### src/rtl/mem_wb_stage_pkg.sv
// Shared types for the memory-access / write-back boundary.
package mem_wb_stage_pkg;

   localparam int unsigned LUI_IMM_W = 16;

   typedef enum logic [1:0] {
      IDLE,
      WAIT,
      HALTED
   } memstate_t;

endpackage

### src/rtl/mem_wb_stage_if.sv
// MEM/WB latch outputs handed to the write-back stage and the datapath halt output.
interface mem_wb_stage_if #(
   parameter int unsigned WORD_W = 32,
   parameter int unsigned REG_W  = 5
);
   logic              wbWEN;
   logic [REG_W-1:0]  wbwsel;
   logic [WORD_W-1:0] wbwdat;
   logic [WORD_W-1:0] wbinstr;
   logic              wbHALT;

   modport master (output wbWEN, wbwsel, wbwdat, wbinstr, wbHALT);
   modport slave  (input  wbWEN, wbwsel, wbwdat, wbinstr, wbHALT);
endinterface

### src/rtl/mem_wb_stage.sv
// Memory-access stage: dcache handshake, upstream stall, write-back select and MEM/WB register.
module mem_wb_stage
   import mem_wb_stage_pkg::*;
#(
   parameter int unsigned WORD_W = 32,
   parameter int unsigned REG_W  = 5,
   parameter int unsigned CNT_W  = 32
) (
   input  logic              CLK,
   input  logic              nRST,
   input  logic              memcuDRE,
   input  logic              memcuDWE,
   input  logic              memcuHALT,
   input  logic              memMemToReg,
   input  logic              memWEN,
   input  logic [REG_W-1:0]  memwsel,
   input  logic [WORD_W-1:0] memOutput_Port,
   input  logic [WORD_W-1:0] memrdat2,
   input  logic [WORD_W-1:0] meminstr,
   input  logic              memLUIflag,
   input  logic              wbFlush,
   input  logic              dhit,
   input  logic [WORD_W-1:0] dload,
   output logic              dREN,
   output logic              dWEN,
   output logic [WORD_W-1:0] daddr,
   output logic [WORD_W-1:0] dstore,
   output logic              memStall,
   output logic [CNT_W-1:0]  stallCount,
   mem_wb_stage_if.master    wb
);

   memstate_t         state;
   logic              active;
   logic              halt_take;
   logic [WORD_W-1:0] wdat;

   // nRST gates the requests combinationally so an abandoned access drops at once.
   assign active    = nRST && (state != HALTED);
   assign dWEN      = active & memcuDWE;
   assign dREN      = active & memcuDRE & ~memcuDWE;
   assign memStall  = (dREN | dWEN) & ~dhit;
   assign halt_take = active & memcuHALT & ~memStall & ~wbFlush;
   assign daddr     = memOutput_Port;
   assign dstore    = memrdat2;

   always_comb begin
      wdat = memOutput_Port;
      if (memMemToReg)
         wdat = dload;
      else if (memLUIflag)
         wdat = {meminstr[LUI_IMM_W-1:0], {(WORD_W-LUI_IMM_W){1'b0}}};
   end

   always_ff @(posedge CLK, negedge nRST) begin
      if (!nRST) begin
         state      <= IDLE;
         stallCount <= '0;
         wb.wbWEN   <= 1'b0;
         wb.wbwsel  <= '0;
         wb.wbwdat  <= '0;
         wb.wbinstr <= '0;
         wb.wbHALT  <= 1'b0;
      end else begin
         case (state)
            HALTED: begin
               wb.wbWEN <= 1'b0;
            end
            default: begin
               if (memStall) begin
                  state    <= WAIT;
                  wb.wbWEN <= 1'b0;
                  if (stallCount != '1)
                     stallCount <= stallCount + CNT_W'(1);
               end else begin
                  state <= halt_take ? HALTED : IDLE;
                  if (wbFlush) begin
                     wb.wbWEN   <= 1'b0;
                     wb.wbwsel  <= '0;
                     wb.wbwdat  <= '0;
                     wb.wbinstr <= '0;
                  end else begin
                     wb.wbWEN   <= memWEN;
                     wb.wbwsel  <= memwsel;
                     wb.wbwdat  <= wdat;
                     wb.wbinstr <= meminstr;
                  end
                  if (halt_take)
                     wb.wbHALT <= 1'b1;
               end
            end
         endcase
      end
   end

endmodule

### src/flat_wrapper.sv
// flat-port wrapper written by rule: the top's interface ports become plain ports
module mem_wb_stage_flat import mem_wb_stage_pkg::*;
#(
   parameter int unsigned WORD_W = 32,
   parameter int unsigned REG_W  = 5,
   parameter int unsigned CNT_W  = 32
)
  (CLK, nRST, memcuDRE, memcuDWE, memcuHALT, memMemToReg, memWEN, memwsel, memOutput_Port, memrdat2, meminstr, memLUIflag, wbFlush, dhit, dload, dREN, dWEN, daddr, dstore, memStall, stallCount, wb_wbWEN, wb_wbwsel, wb_wbwdat, wb_wbinstr, wb_wbHALT);
  mem_wb_stage_if #(.WORD_W(WORD_W), .REG_W(REG_W)) wb_i ();
  input  logic CLK;
  input  logic nRST;
  input  logic memcuDRE;
  input  logic memcuDWE;
  input  logic memcuHALT;
  input  logic memMemToReg;
  input  logic memWEN;
  input  logic [REG_W-1:0] memwsel;
  input  logic [WORD_W-1:0] memOutput_Port;
  input  logic [WORD_W-1:0] memrdat2;
  input  logic [WORD_W-1:0] meminstr;
  input  logic memLUIflag;
  input  logic wbFlush;
  input  logic dhit;
  input  logic [WORD_W-1:0] dload;
  output logic dREN;
  output logic dWEN;
  output logic [WORD_W-1:0] daddr;
  output logic [WORD_W-1:0] dstore;
  output logic memStall;
  output logic [CNT_W-1:0] stallCount;
  output wire logic [$bits(wb_i.wbWEN)-1:0] wb_wbWEN;
  output wire logic [$bits(wb_i.wbwsel)-1:0] wb_wbwsel;
  output wire logic [$bits(wb_i.wbwdat)-1:0] wb_wbwdat;
  output wire logic [$bits(wb_i.wbinstr)-1:0] wb_wbinstr;
  output wire logic [$bits(wb_i.wbHALT)-1:0] wb_wbHALT;
  assign wb_wbWEN = wb_i.wbWEN;
  assign wb_wbwsel = wb_i.wbwsel;
  assign wb_wbwdat = wb_i.wbwdat;
  assign wb_wbinstr = wb_i.wbinstr;
  assign wb_wbHALT = wb_i.wbHALT;
  mem_wb_stage #(.WORD_W(WORD_W), .REG_W(REG_W), .CNT_W(CNT_W)) u_core (.CLK(CLK), .nRST(nRST), .memcuDRE(memcuDRE), .memcuDWE(memcuDWE), .memcuHALT(memcuHALT), .memMemToReg(memMemToReg), .memWEN(memWEN), .memwsel(memwsel), .memOutput_Port(memOutput_Port), .memrdat2(memrdat2), .meminstr(meminstr), .memLUIflag(memLUIflag), .wbFlush(wbFlush), .dhit(dhit), .dload(dload), .dREN(dREN), .dWEN(dWEN), .daddr(daddr), .dstore(dstore), .memStall(memStall), .stallCount(stallCount), .wb(wb_i));
endmodule
### config.mk
export PLATFORM = sky130hd
export DESIGN_NAME = mem_wb_stage_flat
export DESIGN_NICKNAME = d
export VERILOG_FILES = /design/src/rtl/mem_wb_stage_pkg.sv /design/src/rtl/mem_wb_stage_if.sv /design/src/rtl/mem_wb_stage.sv /design/src/flat_wrapper.sv
export SDC_FILE = /design/constraint.sdc
export NUM_CORES = 1
export LEC_CHECK = 0
export ABC_CLOCK_PERIOD_IN_PS = 1800
export BUFFER_PORTS_ARGS = -buffer_cell sky130_fd_sc_hd__buf_2
export CAP_MARGIN = 5
export CORE_AREA = 2 2 121 123
export CTS_CLUSTER_DIAMETER = 120
export CTS_CLUSTER_SIZE = 16
export DETAILED_ROUTE_END_ITERATION = 8
export DIE_AREA = 0 0 123 125
export HOLD_SLACK_MARGIN = 0.1
export PLACE_DENSITY = 0.75
export SYNTH_ARGS = -nofsm -noshare
export SYNTH_HDL_FRONTEND = slang
export SYNTH_SLANG_ARGS = --single-unit
### constraint.sdc
create_clock -name CLK -period 1.8 [get_ports CLK]
set_input_delay 0.18 -clock CLK [delete_from_list [all_inputs] [get_ports CLK]]
set_output_delay 0.18 -clock CLK [all_outputs]
set_load 0.05 [all_outputs]
==> impl_metrics.toml <==
[logic_synthesis]
syn_nets = 710
yosysSeqAreaShare_pct = 48.0
yosys_most_used_dff = "dfrtp_1"
syn_area_mm2 = 0.00548
post_synth_inst_count = 566
synth.distinct_cells = 42
ys_seq_elements = 105
synthArstFlopShare_pct = 100
synth_top_area_share_pct = 48.0
synth.top_cells.by_area = "dfrtp_1 (48%), buf_4 (8.9%), nand2_1 (6.2%)"
syn_avg_cell_area_um2 = 9.68
synth_edf_count = 0
yosys.area.top_type = "dfrtp_1"
yosys_warnings = 0

[pwr]
p_leak_uw = 0.00398
totalPowerFinal_uw = 4860
peakVddDrop_mv = 0.372
power_density_mw_per_mm2 = 640

[cts]
cts.sinks = 105
h-tree-depth = 3
root_buffer = "clkbuf_16"
clk_latency_ns = 0.35
cts_tree = "yes"
cts_made_buffers = 9
path_clk_slew_ns = 0.07
cts.path.max_buffers = 2

[outcome]
outcome = "completed"

[drt]
ant_nets = 0
drc_errors = 0
routed_wl_um = 15600
viasPerCell = 4.90
drt_iter0_markers = 198
wl_per_cell_um = 15.5
vias = 4948
drt-pass1-iter-count = 4

[worst_setup_path]
crit_arrival_ns = 1.56
rrSetupSlack_ns = 0.07
cp-end-kind = "primary output"
path_max_fanout = 5
crit_required_ns = 1.62
start_kind = "register"
path_class = "register to primary output"

[sta]
fmaxAchievable_mhz = 575
hold_ws_ns = 0.116
tightest_slew_ns = 0.553
final.min_clock_period_ns = 1.74
fin_skew_ns = 0.00580
final_hold_viol_count = 0
relSlewSlack_pct = 63.2
finalMaxSlewViolations = 0
finalSetupViolCount = 0
finalCritPeriodShare_pct = 96.7
layout_setup_ws_ns = 0.0601

[final_layout]
layout.nets = 965
final_cell_mix = "buf_2 (245), nand2_1 (88), dfrtp_1 (82)"
diodes = 0
area_delta_synth_final_pct = 38.5
utilization_pct = 53.4
final_common_cell = "buf_2"
drive_gt1_share_pct = 45.8

[floorplanning]
core_area_mm2 = 0.0142
core.rowCount = 44
die_h_um = 125
fp.dieW_um = 123
die_area_mm2 = 0.0154
ios = 313
initial_core_util_pct = 38.6

[place]
gp_congestion = 0.826
portBuffers = 248
dpl_worst_slack_ns = 0.000959
dp_hpwl_um = 11400

[global_route]
grt_max_degree = 103
grt.overflow.total = 0
grt_usage_pct = 20.0
first_global_vias = 4730
antenna_found_initial = 2
grt_pass1_wl_um = 24000

[hold_path]
hold_class = "primary input to register"

[flow_run]
drv_cap = 0
## through the flow
| stage | TNS (ns) | cell area (um2) | std cells |
|---|---|---|---|
| 2_1_floorplan | -3.02 | 5550 | 566 |
| 3_3_place_gp | 0 | 6860 | 953 |
| 3_5_place_dp | 0 | 6860 | 953 |
| 4_1_cts | 0 | 7440 | 998 |
| 5_1_grt | -0.00826 | 7590 | 1010 |
| 6_report | 0 | 7590 | 1010 |
## worst max-delay path: stages (launching register included)
cell and delay [ns]:
dfrtp_1 0.35, nand2b_1 0.18, o2111ai_4 0.13, buf_6 0.18
clkinvlp_4 0.15, buf_4 0.23
## metal layers
layer  wire (um)  GRT usage (%)  vias up
met5          27              0        -
met4         486           8.36        4
li1            -              -     2384
met3        1320           5.84       57
met1        6290           24.1     2309
met2        7500           33.3      194
## cell families (layout without fill, tap and decap cells)
logic type / Yosys count / count (layout) / synth area share, %
flops: 105 / 105 / 48.0
simple gates: 203 / 203 / 19.1
buf+inv: 104 / 364 / 11.8
mux: 17 / 17 / 3.11
compound gates: 106 / 106 / 12.8
xor+xnor: 30 / 30 / 4.94
fa+ha+maj: 1 / 1 / 0.228
## synthesized netlist by cell type, types with 7 or more instances
cell type	instances
nor2_1	23
a22oi_1	16
nand2_1	90
nand4_1	9
o31ai_1	32
nand2b_1	39
nor3_1	8
clkbuf_1	25
nand3_1	10
mux2i_1	17
o21ai_0	37
buf_4	65
inv_1	7
dfrtp_1	105
xnor2_1	14
a21oi_1	17
xor2_1	15
## sequential cells by signal, summed over array words and instances, names as in the netlist
register,count
u_core.wb.wbwsel,5
u_core.wb.wbWEN,1
u_core.wb.wbinstr,32
u_core.wb.wbHALT,1
u_core.wb.wbwdat,32
u_core.state,2
u_core.stallCount,32
## worst paths after layout
path,startpoint,endpoint,cells past startpoint
max,u_core.state[0],memStall,5
min,meminstr[11],u_core.wb.wbinstr[11],3
max reg2reg,u_core.stallCount[25],u_core.stallCount[6],6
min reg2reg,u_core.wb.wbHALT,u_core.wb.wbHALT,1
max in group asynchronous,nRST,u_core.stallCount[7],3
min in group asynchronous,nRST,u_core.wb.wbwsel[4],2
## cell type report
class                           count  area (um2)
Clock buffer                       14         274
Clock inverter                      2        12.5
Fill cell                        1284        6620
Inverter                            7        30.0
Multi-Input combinational cell    357        2290
Sequential cell                   105        2660
Tap cell                          184         230
Timing Repair Buffer              341        2090
## timing repair
action	CTS	global route
setup buffers	0	12
resized for setup	1	13
cloned	0	0
pin swaps	1	10
hold buffers	29	0
endpoints found under the hold margin	133	0
setup endpoints to repair	2	17
## power breakdown
part | leakage (uW) | internal [uW] | total [uW] | switching [uW]
combinational | 0.00243 | 235 | 601 | 366
clock | 0.000139 | 1050 | 1900 | 847
sequential | 0.00141 | 2360 | 2360 | 0
Note: power is estimated with default switching activity, not from simulation.
